`src/rtl/md_motion_update_pkg.sv`:
```
// rtl/md_motion_update_pkg.sv - shared state encoding and default widths for the motion update broadcaster
package md_motion_update_pkg;

  localparam int DEF_DATA_WIDTH    = 32;
  localparam int DEF_PARTICLE_NUM  = 220;
  localparam int DEF_ADDR_WIDTH    = 8;
  localparam int DEF_CELL_ID_WIDTH = 4;

  typedef enum logic [2:0] {
    IDLE     = 3'd0,
    READ_NUM = 3'd1,
    LOAD_NUM = 3'd2,
    STREAM   = 3'd3,
    FINISH   = 3'd4
  } state_e;

endpackage

```
`src/rtl/motion_update_broadcaster_if.sv`:
```
// rtl/motion_update_broadcaster_if.sv - cell read and broadcast bus of the motion update broadcaster
// master: broadcaster side (drives read address/enable and broadcast outputs)
// slave : environment side (drives start and the cell readout)
interface motion_update_broadcaster_if #(
  parameter int DATA_WIDTH    = md_motion_update_pkg::DEF_DATA_WIDTH,
  parameter int ADDR_WIDTH    = md_motion_update_pkg::DEF_ADDR_WIDTH,
  parameter int CELL_ID_WIDTH = md_motion_update_pkg::DEF_CELL_ID_WIDTH
);

  logic                       start;
  logic [ADDR_WIDTH-1:0]      out_read_address;
  logic                       out_rden;
  logic [3*DATA_WIDTH-1:0]    in_particle_info;
  logic                       out_motion_update_enable;
  logic [3*DATA_WIDTH-1:0]    out_data;
  logic [3*CELL_ID_WIDTH-1:0] out_data_dst_cell;
  logic                       out_data_valid;
  logic                       out_done;

  modport master (
    input  start, in_particle_info,
    output out_read_address, out_rden, out_motion_update_enable,
           out_data, out_data_dst_cell, out_data_valid, out_done
  );

  modport slave (
    output start, in_particle_info,
    input  out_read_address, out_rden, out_motion_update_enable,
           out_data, out_data_dst_cell, out_data_valid, out_done
  );

endinterface

```
`src/rtl/motion_update_broadcaster_dst_cell.sv`:
```
// rtl/motion_update_broadcaster_dst_cell.sv - maps a fixed-point position to its destination cell ID
// pos_i  : {posz, posy, posx}, DATA_WIDTH bits each
// cell_o : {cell_x, cell_y, cell_z}, the CELL_ID_WIDTH MSBs of each component
module motion_update_dst_cell
  import md_motion_update_pkg::*;
#(
  parameter int DATA_WIDTH    = DEF_DATA_WIDTH,
  parameter int CELL_ID_WIDTH = DEF_CELL_ID_WIDTH
) (
  input  logic [3*DATA_WIDTH-1:0]    pos_i,
  output logic [3*CELL_ID_WIDTH-1:0] cell_o
);

  assign cell_o = {pos_i[DATA_WIDTH-1   -: CELL_ID_WIDTH],
                   pos_i[2*DATA_WIDTH-1 -: CELL_ID_WIDTH],
                   pos_i[3*DATA_WIDTH-1 -: CELL_ID_WIDTH]};

  // Fractional bits below the cell index never select a cell.
  logic unused_fraction;
  assign unused_fraction = ^pos_i;

endmodule

```
`src/rtl/motion_update_broadcaster.sv`:
```
// rtl/motion_update_broadcaster.sv - reads one cell (count at address 0, particles at 1..N) and broadcasts every position
// clk : rising-edge clock
// rst : asynchronous active-high reset
// bus : motion_update_broadcaster_if.master (start, cell read port, broadcast outputs, done pulse)
// Optional macro MOTION_UPDATE_OUT_REG_EN adds one register stage on the broadcast outputs and out_done.
module motion_update_broadcaster
  import md_motion_update_pkg::*;
#(
  parameter int DATA_WIDTH    = DEF_DATA_WIDTH,
  parameter int PARTICLE_NUM  = DEF_PARTICLE_NUM,
  parameter int ADDR_WIDTH    = DEF_ADDR_WIDTH,
  parameter int CELL_ID_WIDTH = DEF_CELL_ID_WIDTH
) (
  input logic                       clk,
  input logic                       rst,
  motion_update_broadcaster_if.master bus
);

  // One extra bit so a count of 2^ADDR_WIDTH-1 can step past the last address.
  localparam int CNT_W = ADDR_WIDTH + 1;
  localparam logic [CNT_W-1:0] PNUM = CNT_W'(PARTICLE_NUM);

  state_e                   state_q, state_d;
  logic [CNT_W-1:0]         num_q, num_d;
  logic [CNT_W-1:0]         cnt_q, cnt_d;
  logic                     rd_valid_q, rd_valid_d;
  logic                     en_q, en_d;
  logic                     valid_q, valid_d;
  logic                     done_q, done_d;
  logic [3*DATA_WIDTH-1:0]  data_q, data_d;

  logic [CNT_W-1:0]         n_raw, n_clamped;
  logic                     rden;
  logic [ADDR_WIDTH-1:0]    raddr;
  logic                     stream_done;
  logic [3*CELL_ID_WIDTH-1:0] dst_cell;

  always_comb begin
    n_raw      = {1'b0, bus.in_particle_info[ADDR_WIDTH-1:0]};
    n_clamped  = (n_raw > PNUM) ? PNUM : n_raw;
    // en_q gates the exit so an empty cell still gets a one-cycle enable window.
    stream_done = (cnt_q > num_q) && !rd_valid_q && en_q;

    state_d    = state_q;
    num_d      = num_q;
    cnt_d      = cnt_q;
    rden       = 1'b0;
    raddr      = '0;
    rd_valid_d = 1'b0;

    case (state_q)
      IDLE: begin
        if (bus.start) state_d = READ_NUM;
      end
      READ_NUM: begin
        rden    = 1'b1;
        state_d = LOAD_NUM;
      end
      LOAD_NUM: begin
        // The count arrives this cycle; address 1 is issued right away so there is no gap.
        num_d = n_clamped;
        cnt_d = CNT_W'(1);
        if (n_clamped != '0) begin
          rden       = 1'b1;
          raddr      = ADDR_WIDTH'(1);
          rd_valid_d = 1'b1;
          cnt_d      = CNT_W'(2);
        end
        state_d = STREAM;
      end
      STREAM: begin
        if (cnt_q <= num_q) begin
          rden       = 1'b1;
          raddr      = cnt_q[ADDR_WIDTH-1:0];
          rd_valid_d = 1'b1;
          cnt_d      = cnt_q + CNT_W'(1);
        end
        if (stream_done) state_d = FINISH;
      end
      FINISH: begin
        state_d = IDLE;
      end
      default: state_d = IDLE;
    endcase

    en_d    = (state_q == STREAM) && !stream_done;
    valid_d = rd_valid_q;
    data_d  = rd_valid_q ? bus.in_particle_info : '0;
    done_d  = (state_d == FINISH);
  end

  always_ff @(posedge clk or posedge rst) begin
    if (rst) begin
      state_q    <= IDLE;
      num_q      <= '0;
      cnt_q      <= '0;
      rd_valid_q <= 1'b0;
      en_q       <= 1'b0;
      valid_q    <= 1'b0;
      done_q     <= 1'b0;
      data_q     <= '0;
    end else begin
      state_q    <= state_d;
      num_q      <= num_d;
      cnt_q      <= cnt_d;
      rd_valid_q <= rd_valid_d;
      en_q       <= en_d;
      valid_q    <= valid_d;
      done_q     <= done_d;
      data_q     <= data_d;
    end
  end

  // data_q is zero whenever invalid, so the derived cell ID is zero too.
  motion_update_dst_cell #(
    .DATA_WIDTH    (DATA_WIDTH),
    .CELL_ID_WIDTH (CELL_ID_WIDTH)
  ) u_dst_cell (
    .pos_i  (data_q),
    .cell_o (dst_cell)
  );

  assign bus.out_rden         = rden;
  assign bus.out_read_address = raddr;

`ifdef MOTION_UPDATE_OUT_REG_EN
  logic                       en_r_q, valid_r_q, done_r_q;
  logic [3*DATA_WIDTH-1:0]    data_r_q;
  logic [3*CELL_ID_WIDTH-1:0] dst_r_q;

  always_ff @(posedge clk or posedge rst) begin
    if (rst) begin
      en_r_q    <= 1'b0;
      valid_r_q <= 1'b0;
      done_r_q  <= 1'b0;
      data_r_q  <= '0;
      dst_r_q   <= '0;
    end else begin
      en_r_q    <= en_q;
      valid_r_q <= valid_q;
      done_r_q  <= done_q;
      data_r_q  <= data_q;
      dst_r_q   <= dst_cell;
    end
  end

  assign bus.out_motion_update_enable = en_r_q;
  assign bus.out_data_valid           = valid_r_q;
  assign bus.out_done                 = done_r_q;
  assign bus.out_data                 = data_r_q;
  assign bus.out_data_dst_cell        = dst_r_q;
`else
  assign bus.out_motion_update_enable = en_q;
  assign bus.out_data_valid           = valid_q;
  assign bus.out_done                 = done_q;
  assign bus.out_data                 = data_q;
  assign bus.out_data_dst_cell        = dst_cell;
`endif

endmodule

```
`src/flat_wrapper.sv`:
```
// flat-port wrapper written by rule: the top's interface ports become plain ports
module motion_update_broadcaster_flat import md_motion_update_pkg::*;
#(
  parameter int DATA_WIDTH    = DEF_DATA_WIDTH,
  parameter int PARTICLE_NUM  = DEF_PARTICLE_NUM,
  parameter int ADDR_WIDTH    = DEF_ADDR_WIDTH,
  parameter int CELL_ID_WIDTH = DEF_CELL_ID_WIDTH
)
  (clk, rst, bus_start, bus_in_particle_info, bus_out_read_address, bus_out_rden, bus_out_motion_update_enable, bus_out_data, bus_out_data_dst_cell, bus_out_data_valid, bus_out_done);
  motion_update_broadcaster_if #(.DATA_WIDTH(DATA_WIDTH), .ADDR_WIDTH(ADDR_WIDTH), .CELL_ID_WIDTH(CELL_ID_WIDTH)) bus_i ();
  input logic clk;
  input logic rst;
  input wire logic [$bits(bus_i.start)-1:0] bus_start;
  input wire logic [$bits(bus_i.in_particle_info)-1:0] bus_in_particle_info;
  output wire logic [$bits(bus_i.out_read_address)-1:0] bus_out_read_address;
  output wire logic [$bits(bus_i.out_rden)-1:0] bus_out_rden;
  output wire logic [$bits(bus_i.out_motion_update_enable)-1:0] bus_out_motion_update_enable;
  output wire logic [$bits(bus_i.out_data)-1:0] bus_out_data;
  output wire logic [$bits(bus_i.out_data_dst_cell)-1:0] bus_out_data_dst_cell;
  output wire logic [$bits(bus_i.out_data_valid)-1:0] bus_out_data_valid;
  output wire logic [$bits(bus_i.out_done)-1:0] bus_out_done;
  assign bus_i.start = bus_start;
  assign bus_i.in_particle_info = bus_in_particle_info;
  assign bus_out_read_address = bus_i.out_read_address;
  assign bus_out_rden = bus_i.out_rden;
  assign bus_out_motion_update_enable = bus_i.out_motion_update_enable;
  assign bus_out_data = bus_i.out_data;
  assign bus_out_data_dst_cell = bus_i.out_data_dst_cell;
  assign bus_out_data_valid = bus_i.out_data_valid;
  assign bus_out_done = bus_i.out_done;
  motion_update_broadcaster #(.DATA_WIDTH(DATA_WIDTH), .PARTICLE_NUM(PARTICLE_NUM), .ADDR_WIDTH(ADDR_WIDTH), .CELL_ID_WIDTH(CELL_ID_WIDTH)) u_core (.clk(clk), .rst(rst), .bus(bus_i));
endmodule
```
`config.mk`:
```
export PLATFORM = sky130hd
export DESIGN_NAME = motion_update_broadcaster_flat
export DESIGN_NICKNAME = d
export VERILOG_FILES = /design/src/rtl/md_motion_update_pkg.sv /design/src/rtl/motion_update_broadcaster_if.sv /design/src/rtl/motion_update_broadcaster_dst_cell.sv /design/src/rtl/motion_update_broadcaster.sv /design/src/flat_wrapper.sv
export SDC_FILE = /design/constraint.sdc
export NUM_CORES = 1
export LEC_CHECK = 0
export CAP_MARGIN = 30
export CORE_MARGIN = 2
export CORE_UTILIZATION = 35
export DETAILED_ROUTE_END_ITERATION = 8
export PLACE_DENSITY = 0.7
export SLEW_MARGIN = 20
export SYNTH_ARGS = -nofsm -noshare
export SYNTH_HDL_FRONTEND = slang
export SYNTH_SLANG_ARGS = --single-unit
```
`constraint.sdc`:
```
create_clock -name clk -period 3.2 [get_ports clk]
set_input_delay 0.32 -clock clk [delete_from_list [all_inputs] [get_ports clk]]
set_output_delay 0.32 -clock clk [all_outputs]
set_load 0.005 [all_outputs]
```
==> impl_summary.md <==
Run status
The flow ran to the end, and the final reports show no timing, DRC or antenna violations.

Detailed routing
The mean number of vias per cell is about 4.4. The number of nets still failing antenna checks after routing is 0. The highest metal layer carrying signal wires in the routed design is met4. In this run, the number of DRC markers left after iteration 0 of detailed routing was between 150 and 200. The final wirelength is 11.8 mm.

Summing over every cut layer, the via total after detailed routing is about 3400. The met3 wire length is between 800 and 900 um. For this block, wires on met1 add up to around 4.7 mm. After detailed routing, the number of remaining DRC violations is 0. In the final routed layout, each cell accounts on average for approximately 15 um. The length of the first detailed-routing pass in iterations is 4.

In the detailed route, the total length drawn on met2 is roughly 6 mm.

Hold path
The class of the worst hold path is input port to async pin.

Global routing
The global-route wire length before repair is between 15 and 20 mm. For this run the aggregate overflow at the end of global routing stands at 0. The initial antenna violation count was 0. The number of global-route vias before repair is 3458.

In the global route stage, overall resource usage came out at 17.1%. Entering global routing, the biggest net connects around 120 pins.

Synthesis
The number of nets in the synthesized netlist is between 400 and 500. A synthesized cell averages around 13 um2. The commonest register cell after synthesis is dfrtp_1. Yosys mapped a number of flops with a built-in enable equal to 0.

The cell area that synthesis handed to floorplanning was around 4600 um2. The area share of the largest cell type after synthesis is between 60% and 70%. The number of warning messages in the yosys log is 0.

After synthesis the netlist holds a flip-flop and latch count of 120. Ranked by total cell area, the synthesized netlist is headed by dfrtp_1 (65%), and2_1 (14%), ha_1 (2.5%). The async set or reset register ratio after synthesis is 100%.

For this run, the register share of the synthesized area comes to 65.3%. The cell type contributing the most total cell area after synthesis is dfrtp_1. Yosys mapped the design onto 46 distinct sky130hd cell types. The post-synthesis instance total is 360.

Power and ir drop
The design draws 5.99 mW. Power spread over the standard cell area amounts to between 700 and 800 nW/um2. The leakage power total is between 3 and 4 nW.

The worst vdd rail ir drop is between 0.0005 and 0.0006 V.

Floorplanning
The floorplan step set the die width to 119 um. The initial utilization of the core area, before any placement, comes to a little over a third. The core region is approximately 13000 um2.

Row generation in the floorplan step produced 41 rows. The die covers ~14000 um2. The vertical die dimension is about 120 um. The I/O pin count is 219.

Layout
The number of diodes is 0. The filler cell count in the final layout is 1060. The final design instance area without fill is about 7600 um2. The net count of the finished layout is 689. The number of cells in the finished layout apart from fillers is 765.

Compared with the post-synthesis result, the final layout area differs by 66.3%. Of the cells placed in the final design, the portion with a size suffix greater than 1 is between 10% and 20%.

STA
The number of pins with negative max-slew slack in the final report is 0. Setup violations remaining at the end of the flow were counted as 0. The slew at the pin closest to its max-slew limit is about 0.64 ns.

The final number of hold-violating endpoints is 0. The max-slew headroom at the worst pin is between 50% and 60%. The final critical path time including I/O delays and setup is slightly above 3 ns. The worst path meets setup with 0.0812 ns of slack. The share of the clock period used by the worst path is 97.5%.

On the final layout, the worst clock skew is about 0.0061 ns. The fmax is 321 MHz.

Clock network
CTS built an H-tree with a depth of 4. Clock tree synthesis selected as its root buffer the cell clkbuf_16. The clock-pin transition on the worst setup and hold timing paths is around 0.05 ns. The clock sink count is 120. For the worst-skew pair, the clock arrives at the later sink with an insertion delay of 0.41 ns. The maximum buffer depth of the clock tree is 2. Clock tree synthesis inserted a total of 17 buffers. The clock tree from TritonCTS is done.

Place
The detailed-placement wirelength estimate is 8.39 mm. Input and output buffers added on the ports amount to about 220. The number of cells after detailed placement is between 700 and 800.

At the end of routability-driven placement, the weighted congestion stood at about 0.8. The placement-stage cell area is ~6900 um2. The post-place setup slack is roughly 0.23 ns.

Setup path
STA classifies the critical path startpoint as a flip-flop. The worst register-to-register path has a depth of 8. At the worst endpoint, the required time is between 2 and 3 ns.

The worst setup path is captured at an output pin. The setup slack of the most critical reg-to-reg path is 0.80 ns. The kind of critical path is flip-flop to output pin. The critical path data arrival time is between 2 and 3 ns. The endpoint identified for the worst register-to-register timing path is u_core.cnt_q[6]$_DFFE_PP0P_.

The startpoint identified for the worst register-to-register timing path is u_core.cnt_q[6]$_DFFE_PP0P_. The highest net fanout along the worst path is 11.

Run
The count of maximum capacitance violations is 0.
==> Yosys cell counts, drive strengths merged (2+ instances only) <==
cell type and number:
nor2 3, buf 14, a311o 2, dfrtp 120, and3 3, mux2i 5, nand4 3, nor2b 3
clkbuf 12, nand2b 5, ha 9, nand2 18, nand3 3, a21oi 10, nand4b 2, inv 13
a311oi 2, a22o 2, a211oi 2, and2 106, o21ai 5, a31oi 2, a22oi 2
==> timing repair <==
action,in CTS,in global routing
setup endpoints to repair,9,9
gates resized for setup,5,8
pin swaps,3,5
gates cloned,1,0
hold buffers,0,0
buffers inserted,5,2
==> power breakdown <==
part	leakage [nW]	switching [mW]	internal, mW
Combinational	1.53	0.825	1.10
Clock	0.323	0.626	1.48
Sequential	1.42	0.165	1.80
Total	3.28	1.62	4.38
==> cell usage in the layout (no fill, tap or decap), types with 2 or more instances in the layout <==
cell / Yosys / routed
nand3_1: 3 / 3
clkinvlp_4: 0 / 2
a21oi_1: 9 / 9
nand2b_1: 5 / 5
clkbuf_8: 0 / 5
o21ai_0: 4 / 4
a21oi_4: 1 / 2
dlymetal6s2s_1: 0 / 3
and3_1: 3 / 3
and2_1: 104 / 104
dfrtp_2: 0 / 4
nand4_1: 3 / 3
clkbuf_1: 12 / 2
inv_1: 13 / 11
nor2b_1: 3 / 3
nand4b_1: 2 / 2
nand2_1: 18 / 18
clkbuf_16: 0 / 17
bufinv_16: 0 / 5
ha_1: 9 / 7
a22oi_1: 2 / 2
dfrtp_1: 120 / 116
nor2_1: 3 / 3
a22o_1: 2 / 2
mux2i_1: 5 / 5
clkdlybuf4s50_1: 0 / 215
buf_4: 12 / 8
==> cells by family (layout without fill, tap and decap cells) <==
| group | count (synthesis) | in the layout | share of synthesized area [%] |
|---|---|---|---|
| flip-flops | 120 | 120 | 65.3 |
| AO/OA/AOI/OAI | 37 | 38 | 7.16 |
| adder cells (fa/ha/maj) | 9 | 9 | 2.45 |
| multiplexers | 6 | 6 | 1.33 |
| buffers and inverters | 39 | 271 | 4.49 |
| AND/OR/NAND/NOR | 149 | 149 | 19.2 |
==> through the flow <==
stage	TNS [ns]	hold slack (ns)	util (%)
CTS	0	0.467	59.8
detailed placement	0	0.491	54.0
global route	-0.238	0.476	60.1
global placement	0	0.485	54.0
finish	0	0.450	60.1
floorplan	0	0.437	-
==> layout make-up <==
cell class                      count  area [um2]  share of cell area (%)
Inverter                           13        52.6                   0.687
Clock inverter                      7         163                    2.13
Sequential cell                   120        3010                    39.3
Clock buffer                       24         502                    6.56
Timing Repair Buffer              227        2270                    29.7
Tap cell                          172         215                    2.82
Multi-Input combinational cell    202        1440                    18.8
==> worst max path at each step <==
| stage | slack, ns | endpoint | depth (start not counted) | from |
|---|---|---|---|---|
| after global placement | 0.24 | bus_out_read_address[7] | 7 | u_core.cnt_q[7]$_DFFE_PP0P_ |
| after detailed placement | 0.23 | bus_out_read_address[2] | 7 | u_core.cnt_q[7]$_DFFE_PP0P_ |
| after CTS | 0.004 | bus_out_rden | 7 | u_core.cnt_q[3]$_DFFE_PP0P_ |
| after floorplan | 0.84 | bus_out_read_address[0] | 8 | u_core.cnt_q[7]$_DFFE_PP0P_ |
| after global routing | -0.06 | bus_out_read_address[4] | 7 | u_core.cnt_q[6]$_DFFE_PP0P_ |
| final | 0.08 | bus_out_read_address[4] | 7 | u_core.cnt_q[6]$_DFFE_PP0P_ |
==> flip-flops by register name, summed over array words and instances, names as in the netlist <==
register,cells
u_core.bus.out_data,96
u_core.state_q,3
u_core.bus.out_done,1
u_core.rd_valid_q,1
u_core.cnt_q,9
u_core.bus.out_data_valid,1
u_core.num_q,8
u_core.bus.out_motion_update_enable,1
==> worst max-delay path, stage by stage (launching register included) <==
cell and delay [ns]:
dfrtp_2 0.43, ha_2 0.33, nand4b_1 0.19, nor3_1 0.35
a31oi_4 0.15, a21oi_4 0.28, and2_1 0.15, clkdlybuf4s50_1 0.49
==> routing by layer <==
metal | global-route usage (%) | up-vias
met5 | 0 | -
met4 | 7.74 | 0
met3 | 5.50 | 24
met2 | 28.1 | 149
met1 | 20.4 | 1610
li1 | - | 1611
(Power assumes the default switching activity.)
